**src/rtl/dcache_mshr_pkg.sv**
```systemverilog
// Shared encodings for the dcache miss-status holding registers: Dmem bus
// commands, per-entry MSHR states and dcache address field widths.
package dcache_mshr_pkg;

   localparam int DCACHE_IDX_BITS = 4;
   localparam int DCACHE_BLK_OFF  = 3;
   localparam int DCACHE_TAG_BITS = 64 - DCACHE_BLK_OFF - DCACHE_IDX_BITS;
   localparam int BLK_BITS        = 64 - DCACHE_BLK_OFF;

   typedef enum logic [1:0] {
      BUS_NONE  = 2'd0,
      BUS_LOAD  = 2'd1,
      BUS_STORE = 2'd2
   } bus_cmd_t;

   typedef enum logic [1:0] {
      INVALID    = 2'd0,
      WAIT_ISSUE = 2'd1,
      WAIT_DATA  = 2'd2
   } mshr_state_t;

endpackage

```
**src/rtl/dcache_mshr_entry.sv**
```systemverilog
// One MSHR slot: lifecycle state, block address, LSQ id, allocation sequence
// number and Dmem ticket, plus the return-tag match compare.
module dcache_mshr_entry
   import dcache_mshr_pkg::*;
#(
   parameter int LSQ_ID_BITS = 3,
   parameter int SEQ_BITS    = 2
) (
   input  logic                   clock,
   input  logic                   reset,
   input  logic                   alloc,
   input  logic [BLK_BITS-1:0]    alloc_blk,
   input  logic [LSQ_ID_BITS-1:0] alloc_lsq_id,
   input  logic [SEQ_BITS-1:0]    alloc_seq,
   input  logic                   grant,
   input  logic [3:0]             response,
   input  logic [3:0]             ret_tag,
   input  logic                   clear,
   output mshr_state_t            state,
   output logic [BLK_BITS-1:0]    blk,
   output logic [LSQ_ID_BITS-1:0] lsq_id,
   output logic [SEQ_BITS-1:0]    seq,
   output logic                   match
);

   mshr_state_t state_q, state_d;
   logic [3:0]  ticket_q;

   always_ff @(posedge clock or negedge reset) begin
      if (!reset) state_q <= INVALID;
      else        state_q <= state_d;
   end

   always_comb begin
      state_d = state_q;
      case (state_q)
         INVALID:    if (alloc) state_d = WAIT_ISSUE;
         WAIT_ISSUE: if (grant) state_d = WAIT_DATA;
         WAIT_DATA:  if (clear) state_d = INVALID;
         default:    state_d = INVALID;
      endcase
   end

   // Payload is only meaningful while the state is not INVALID, so it needs no reset.
   always_ff @(posedge clock) begin
      if (alloc) begin
         blk    <= alloc_blk;
         lsq_id <= alloc_lsq_id;
         seq    <= alloc_seq;
      end
      if (grant) ticket_q <= response;
   end

   assign state = state_q;
   assign match = (state_q == WAIT_DATA) && (ret_tag != 4'd0) && (ticket_q == ret_tag);

endmodule

```
**src/rtl/dcache_mshr.sv**
```systemverilog
// dcache MSHR file: allocates load misses, arbitrates the Dmem command port
// between stores and loads, and fills/completes on ticket return.
// Optional MSHR_DUP_CHECK_EN: refuse a miss whose block is already tracked.
module dcache_mshr
   import dcache_mshr_pkg::*;
#(
   parameter int NUM_ENTRIES = 4,
   parameter int LSQ_ID_BITS = 3,
   parameter int IDX_BITS    = DCACHE_IDX_BITS,
   parameter int TAG_BITS    = DCACHE_TAG_BITS
) (
   input  logic                   clock,
   input  logic                   reset,
   input  logic                   miss_valid,
   input  logic [63:0]            miss_addr,
   input  logic [LSQ_ID_BITS-1:0] miss_lsq_id,
   output logic                   miss_ready,
   input  logic                   st_valid,
   input  logic [63:0]            st_addr,
   input  logic [63:0]            st_data,
   output logic                   st_ready,
   output logic [1:0]             Dcache2Dmem_command,
   output logic [63:0]            Dcache2Dmem_addr,
   output logic [63:0]            Dcache2Dmem_data,
   input  logic [3:0]             Dmem2Dcache_response,
   input  logic [3:0]             Dmem2Dcache_tag,
   input  logic [63:0]            Dmem2Dcache_data,
   output logic                   fill_en,
   output logic [IDX_BITS-1:0]    fill_idx,
   output logic [TAG_BITS-1:0]    fill_tag,
   output logic [63:0]            fill_data,
   output logic                   cmpl_valid,
   output logic [LSQ_ID_BITS-1:0] cmpl_lsq_id,
   output logic [63:0]            cmpl_data
);

   localparam int SEQ_BITS = (NUM_ENTRIES > 1) ? $clog2(NUM_ENTRIES) : 1;

   mshr_state_t            state  [NUM_ENTRIES];
   logic [BLK_BITS-1:0]    blk    [NUM_ENTRIES];
   logic [LSQ_ID_BITS-1:0] lsq    [NUM_ENTRIES];
   logic [SEQ_BITS-1:0]    seq    [NUM_ENTRIES];
   logic [NUM_ENTRIES-1:0] match, alloc_sel, alloc_vec, load_sel, grant, hit_sel;

   logic [SEQ_BITS-1:0]    alloc_seq, issue_seq;
   logic                   any_free, dup, load_any, hit_any, do_alloc;
   logic [BLK_BITS-1:0]    load_blk, hit_blk;
   logic [LSQ_ID_BITS-1:0] hit_lsq;
   bus_cmd_t               cmd;
   logic                   unused_addr_bits;

   assign unused_addr_bits = ^{miss_addr[DCACHE_BLK_OFF-1:0], st_addr[DCACHE_BLK_OFF-1:0]};

   for (genvar i = 0; i < NUM_ENTRIES; i++) begin : g_entry
      dcache_mshr_entry #(
         .LSQ_ID_BITS (LSQ_ID_BITS),
         .SEQ_BITS    (SEQ_BITS)
      ) u_entry (
         .clock        (clock),
         .reset        (reset),
         .alloc        (alloc_vec[i]),
         .alloc_blk    (miss_addr[63:DCACHE_BLK_OFF]),
         .alloc_lsq_id (miss_lsq_id),
         .alloc_seq    (alloc_seq),
         .grant        (grant[i]),
         .response     (Dmem2Dcache_response),
         .ret_tag      (Dmem2Dcache_tag),
         .clear        (hit_sel[i]),
         .state        (state[i]),
         .blk          (blk[i]),
         .lsq_id       (lsq[i]),
         .seq          (seq[i]),
         .match        (match[i])
      );
   end

   // Allocation: lowest-index free slot, judged on registered state only.
   always_comb begin
      alloc_sel = '0;
      any_free  = 1'b0;
      dup       = 1'b0;
      for (int i = 0; i < NUM_ENTRIES; i++) begin
         if (state[i] == INVALID) begin
            if (!any_free) alloc_sel[i] = 1'b1;
            any_free = 1'b1;
         end else if (blk[i] == miss_addr[63:DCACHE_BLK_OFF]) begin
            dup = 1'b1;
         end
      end
   end

`ifdef MSHR_DUP_CHECK_EN
   assign miss_ready = any_free && !dup;
`else
   assign miss_ready = any_free;
`endif

   assign do_alloc  = miss_valid && miss_ready;
   assign alloc_vec = do_alloc ? alloc_sel : '0;

   // Loads issue strictly in allocation order, so the oldest pending entry is
   // the one whose sequence number equals issue_seq.
   always_comb begin
      load_sel = '0;
      load_any = 1'b0;
      load_blk = '0;
      for (int i = 0; i < NUM_ENTRIES; i++) begin
         if (state[i] == WAIT_ISSUE && seq[i] == issue_seq) begin
            load_sel[i] = 1'b1;
            load_any    = 1'b1;
            load_blk    = blk[i];
         end
      end
   end

   always_comb begin
      cmd              = BUS_NONE;
      Dcache2Dmem_addr = '0;
      Dcache2Dmem_data = '0;
      st_ready         = 1'b0;
      grant            = '0;
      if (st_valid) begin
         cmd              = BUS_STORE;
         Dcache2Dmem_addr = {st_addr[63:DCACHE_BLK_OFF], {DCACHE_BLK_OFF{1'b0}}};
         Dcache2Dmem_data = st_data;
         st_ready         = (Dmem2Dcache_response != 4'd0);
      end else if (load_any) begin
         cmd              = BUS_LOAD;
         Dcache2Dmem_addr = {load_blk, {DCACHE_BLK_OFF{1'b0}}};
         if (Dmem2Dcache_response != 4'd0) grant = load_sel;
      end
   end

   assign Dcache2Dmem_command = cmd;

   // Return: lowest-index match wins should tickets ever collide.
   always_comb begin
      hit_sel = '0;
      hit_any = 1'b0;
      hit_blk = '0;
      hit_lsq = '0;
      for (int i = 0; i < NUM_ENTRIES; i++) begin
         if (match[i] && !hit_any) begin
            hit_sel[i] = 1'b1;
            hit_any    = 1'b1;
            hit_blk    = blk[i];
            hit_lsq    = lsq[i];
         end
      end
   end

   always_ff @(posedge clock or negedge reset) begin
      if (!reset) begin
         alloc_seq   <= '0;
         issue_seq   <= '0;
         fill_en     <= 1'b0;
         fill_idx    <= '0;
         fill_tag    <= '0;
         fill_data   <= '0;
         cmpl_valid  <= 1'b0;
         cmpl_lsq_id <= '0;
         cmpl_data   <= '0;
      end else begin
         if (do_alloc) alloc_seq <= alloc_seq + SEQ_BITS'(1);
         if (|grant)   issue_seq <= issue_seq + SEQ_BITS'(1);
         fill_en     <= hit_any;
         fill_idx    <= hit_blk[IDX_BITS-1:0];
         fill_tag    <= hit_blk[IDX_BITS +: TAG_BITS];
         fill_data   <= hit_any ? Dmem2Dcache_data : 64'd0;
         cmpl_valid  <= hit_any;
         cmpl_lsq_id <= hit_lsq;
         cmpl_data   <= hit_any ? Dmem2Dcache_data : 64'd0;
      end
   end

endmodule

```
**config.mk**
```make
export PLATFORM = sky130hd
export DESIGN_NAME = dcache_mshr
export DESIGN_NICKNAME = d
export VERILOG_FILES = /design/src/rtl/dcache_mshr_pkg.sv /design/src/rtl/dcache_mshr_entry.sv /design/src/rtl/dcache_mshr.sv
export SDC_FILE = /design/constraint.sdc
export NUM_CORES = 1
export LEC_CHECK = 0
export BUFFER_PORTS_ARGS = -buffer_cell sky130_fd_sc_hd__buf_2
export CORE_AREA = 10 10 227 229
export DETAILED_ROUTE_END_ITERATION = 10
export DIE_AREA = 0 0 237 239
export PLACE_DENSITY = 0.68
export RECOVER_POWER = 50
export SETUP_SLACK_MARGIN = 0.05
export SLEW_MARGIN = 5
export SYNTH_ARGS = -nofsm -noshare
export SYNTH_HDL_FRONTEND = slang
export SYNTH_SLANG_ARGS = --single-unit
```
**constraint.sdc**
```tcl
create_clock -name clock -period 22.3 [get_ports clock]
set_input_delay 4.46 -clock clock [delete_from_list [all_inputs] [get_ports clock]]
set_output_delay 4.46 -clock clock [all_outputs]
set_load 0.01 [all_outputs]
```
==> flow_summary_export.csv <==
group,metric,value,unit
run_status,result_of_the_run,"finished, violations left",
run_status,violations,"max-capacitance violations, max-slew violations",
clock_network,cts.clk_slew.worst_paths,0.06,ns
timing,setup_viol,0,
setup_path,critPathBufInv,3,
setup_path,critical_path.startpoint_type,"primary input",
clock_network,tritoncts,"done",
route,detailed_router_s_first_iteration_violation_count,1231,
logic_synthesis,synth-xor-area-share,1.32,%
layout,multi_input_area,4890,um^2
layout,final_util,46.6,%
pwr,power.leakage,8.63,nW
setup_path,crit-reg2reg-capture,"g_entry[2].u_entry.blk[25]",
logic_synthesis,yosysUniqueCellTypes,49,
placed_design,dp_hpwl,43800,um
logic_synthesis,synth.area.mux_share,0.0629,%
logic_synthesis,synth_common_cells,"edfxtp_1 (280), dfrtp_1 (141), and2_1 (131)",
clock_network,cts_resized,0,
logic_synthesis,synth-adder-area-share,0,%
layout,fin_cells,2399,
setup_path,timing_worst_setup_path_type,"primary input to primary output",
clock_network,clk_latency,0.57,ns
layout,number_of_fill_cells,4315,
grt,grt_first_pass_wirelength,94900,um
worst_hold_path,worstHoldStart,"g_entry[1].u_entry.lsq_id[2]",
logic_synthesis,dominant_combinational_cell_family_by_area_after_synthesis,"compound AO/OA/AOI/OAI gates",
route,via_count,13600,
clock_network,cts-buffers-inserted,45,
floorplan,placement_rows,80,
timing,finalHoldViolations,0,
floorplan,ioPinCount,597,
setup_path,cp.arrival,6.57,ns
floorplan,core_area,47100,um^2
timing,worstMarginPinSlew,4.78,ns
route,finalWirelength,67500,um
pwr,p_sw_share,34.3,%
setup_path,end_kind,"primary output",
setup_path,rrSetupSlack,18.28,ns
timing,clock-skew-final,0.0139,ns
timing,setup_slack,11.27,ns
setup_path,crit_required,17.84,ns
pwr,proportion_of_power_drawn_by_flip_flops_and_latches,41.8,%
placed_design,port-buffer-count,587,
clock_network,ctsLongestPathBuffers,3,
setup_path,crit_start,"st_valid",
timing,rsz0062_at_grt,"false",
grt,grt_max_degree,103,
timing,min_period,11.03,ns
logic_synthesis,synth_async_sr_flop_share,33.5,%
route,drc,0,
clock_network,post_cts.repair.setup_buffers,0,
layout,syn_to_final_growth,22.6,%
logic_synthesis,postSynthCellCount,1269,
setup_path,critPathMaxFanout,102,
flow_run,max_cap_violations,2,
floorplan,horizontal_die_dimension,237,um
timing,timing_max_transition_violations_final,121,
logic_synthesis,postSynth.topFlopCell,"edfxtp_1",
route,routedWlPerCell,28.1,um
clock_network,clk_root_buffer_cell,"clkbuf_16",
grt,grt.total_usage,22.3,%
clock_network,cts_hold_buf,0,
layout,post_route_cells_drive_above_1_share,26.0,%
worst_hold_path,hold_end,"cmpl_lsq_id[2]",
layout,sequential_standard_cell_area,11900,um^2
setup_path,cell_family_with_most_cp_delay,"buffers and inverters",
grt,overflow,0,
logic_synthesis,synthesis.yosys.warnings,0,
logic_synthesis,post_synthesis_compound_gate_area_fraction,15.2,%
setup_path,crit_path_top_delay_cell,"buf_4",
timing,final.setup.tns,0,ns
pwr,powerDensity,114,nW/um^2
floorplan,initial_utilization,38.0,%
placed_design,routabilityCongestion,0.902,
logic_synthesis,synthesis.area,17900,um^2
setup_path,cp_num_cells,6,
pwr,worst_case_vdd_ir_drop,0.0908,mV
timing,timing.slew.headroom,-219,%
logic_synthesis,synth_enable_flop_cells,280,
setup_path,reg2reg_from,"g_entry[0].u_entry.state[1]",
logic_synthesis,yosysMostFrequentCell,"edfxtp_1",
logic_synthesis,synth_simple_gate_area_share,10.4,%
worst_hold_path,worstHoldPathCells,1,
logic_synthesis,synth_seq_cells,421,
grt,first_global_vias,13900,
layout,design.final.nets,2015,
clock_network,ctsHtreeMaxLevel,2,
timing,fmax,90.6,MHz
grt,antenna_found_initial,6,
logic_synthesis,synth.area.top_cells,"edfxtp_1 (47%), dfrtp_1 (20%), and2_1 (4.6%)",
logic_synthesis,netlist.top_cell.by_area,"edfxtp_1",
worst_hold_path,min-delay-path-class,"flip-flop to flip-flop",
route,ant_nets,0,
setup_path,critPathMaxStageDelay,0.69,ns
pwr,p_switching,0.000857,W
timing,layout_worst_path_cycle_share,49.5,%
route,first_pass_iteration_count_of_the_detailed_router,5,
floorplan,fp.dieH,239,um
floorplan,die_area,56600,um^2
setup_path,worstPathCellList,"buf_6, buf_4, nand2_1, o31a_1, o41ai_1, buf_2",
clock_network,cts_num_sinks,421,
pwr,p_int,0.00164,W
pwr,comb_power_share,27.4,%
logic_synthesis,synth.yosys.seq_area_share,66.6,%
logic_synthesis,syn-mean-instance-area,14.1,um^2
placed_design,place_worst_setup_slack,11.30,ns
logic_synthesis,fraction_of_post_synthesis_cell_area_in_the_top_cell_type_by_area,46.9,%
setup_path,number_of_cells_on_the_worst_reg_to_reg_path,5,
pwr,power.clock.fraction,30.7,%
route,vias_per_cell,5.66,
placed_design,numPlacedInstances,2312,
state kept, by name, summed over array words and instances (netlist names):
name and flops:
g_entry.u_entry.lsq_id 12, cmpl_data 64, alloc_seq 2, issue_seq 2, fill_tag 57, fill_idx 4, cmpl_lsq_id 3, g_entry.u_entry.ticket_q 16
g_entry.u_entry.blk 244, g_entry.u_entry.seq 8, cmpl_valid 1, g_entry.u_entry.state 8
routing by layer:
metal,up-vias,share of wire [%],GRT usage (%)
li1,5853,-,-
met1,6804,36,25.6
met2,794,52,39.7
met3,124,9.1,5.87
met4,4,2.8,7.53
met5,-,0.034,0
worst register-to-register path, cell delays in order (launching register included):
cell,delay (ns)
dfrtp_1,0.45
o21ai_0,0.17
o21bai_1,0.27
nor3_2,0.14
clkbuf_1,1.88
buf_4,0.73
final cells by class:
type	instances	share of cell area (%)
clock buffer	66	6.10
timing repair buffer	610	12.8
inverter	2	0.0342
tap	615	3.50
sequential	421	54.3
clock inverter	17	0.889
antenna	4	0.0456
multi-input combinational	664	22.3
layout by cell type (no fill, tap or decap), drive strengths merged, types with 2 or more instances in the layout:
| master | netlist | final |
|---|---|---|
| buf | 114 | 379 |
| clkbuf | 70 | 297 |
| edfxtp | 280 | 280 |
| dfrtp | 141 | 141 |
| and2 | 131 | 131 |
| nor2 | 73 | 73 |
| a32o | 63 | 63 |
| a221o | 63 | 63 |
| a21oi | 62 | 62 |
| a221oi | 61 | 61 |
| o41ai | 61 | 61 |
| nor3b | 61 | 61 |
| xnor2 | 16 | 16 |
| xor2 | 11 | 11 |
| nand2 | 7 | 7 |
| clkinv | 0 | 7 |
| nand3 | 6 | 6 |
| nor3 | 6 | 6 |
| nor4 | 6 | 6 |
| nand2b | 5 | 5 |
| inv | 2 | 5 |
| diode | 0 | 4 |
| bufinv | 0 | 4 |
| nor2b | 3 | 3 |
| conb | 1 | 3 |
| clkinvlp | 0 | 3 |
| or2 | 3 | 3 |
| o21ai | 3 | 3 |
| nand4b | 2 | 2 |
| o21bai | 2 | 2 |
| o22ai | 2 | 2 |
| and3 | 2 | 2 |
kinds of logic (layout without fill, tap and decap cells):
logic type,after synthesis,count (layout)
flip-flops,421,421
multiplexers,1,1
buffers and inverters,186,695
XOR/XNOR,27,27
AND/OR/NAND/NOR,311,311
other,1,7
AO/OA/AOI/OAI,322,322
power groups by stage:
| stage | clock [W] | combinational (W) | sequential (W) |
|---|---|---|---|
| 2_1_floorplan | 0 | 0.000397 | 0.00106 |
| 3_3_place_gp | 0 | 0.000693 | 0.00105 |
| 3_5_place_dp | 0 | 0.000696 | 0.00106 |
| 4_1_cts | 0.000783 | 0.000700 | 0.00104 |
| 5_1_grt | 0.000815 | 0.000729 | 0.00106 |
| 6_report | 0.000768 | 0.000686 | 0.00105 |
stage by stage:
step | total power, W | hold WS (ns) | instance area, um^2
5_1_grt | 0.00260 | 0.488 | 22000
3_5_place_dp | 0.00175 | 0.470 | 20700
3_3_place_gp | 0.00174 | 0.459 | 20700
2_1_floorplan | 0.00146 | 0.455 | 17900
6_report | 0.00250 | 0.472 | 22000
4_1_cts | 0.00253 | 0.474 | 22300
worst max-delay path by stage:
stage | end | slack (ns)
after global routing | Dcache2Dmem_addr[62] | 11.11
after global placement | Dcache2Dmem_addr[62] | 11.38
after detailed placement | Dcache2Dmem_addr[62] | 11.30
after CTS | Dcache2Dmem_addr[62] | 11.30
after floorplan | g_entry[3].u_entry.state[0] | 10.54
final | Dcache2Dmem_addr[62] | 11.27
No activity file was read; power rests on OpenSTA's default activity.
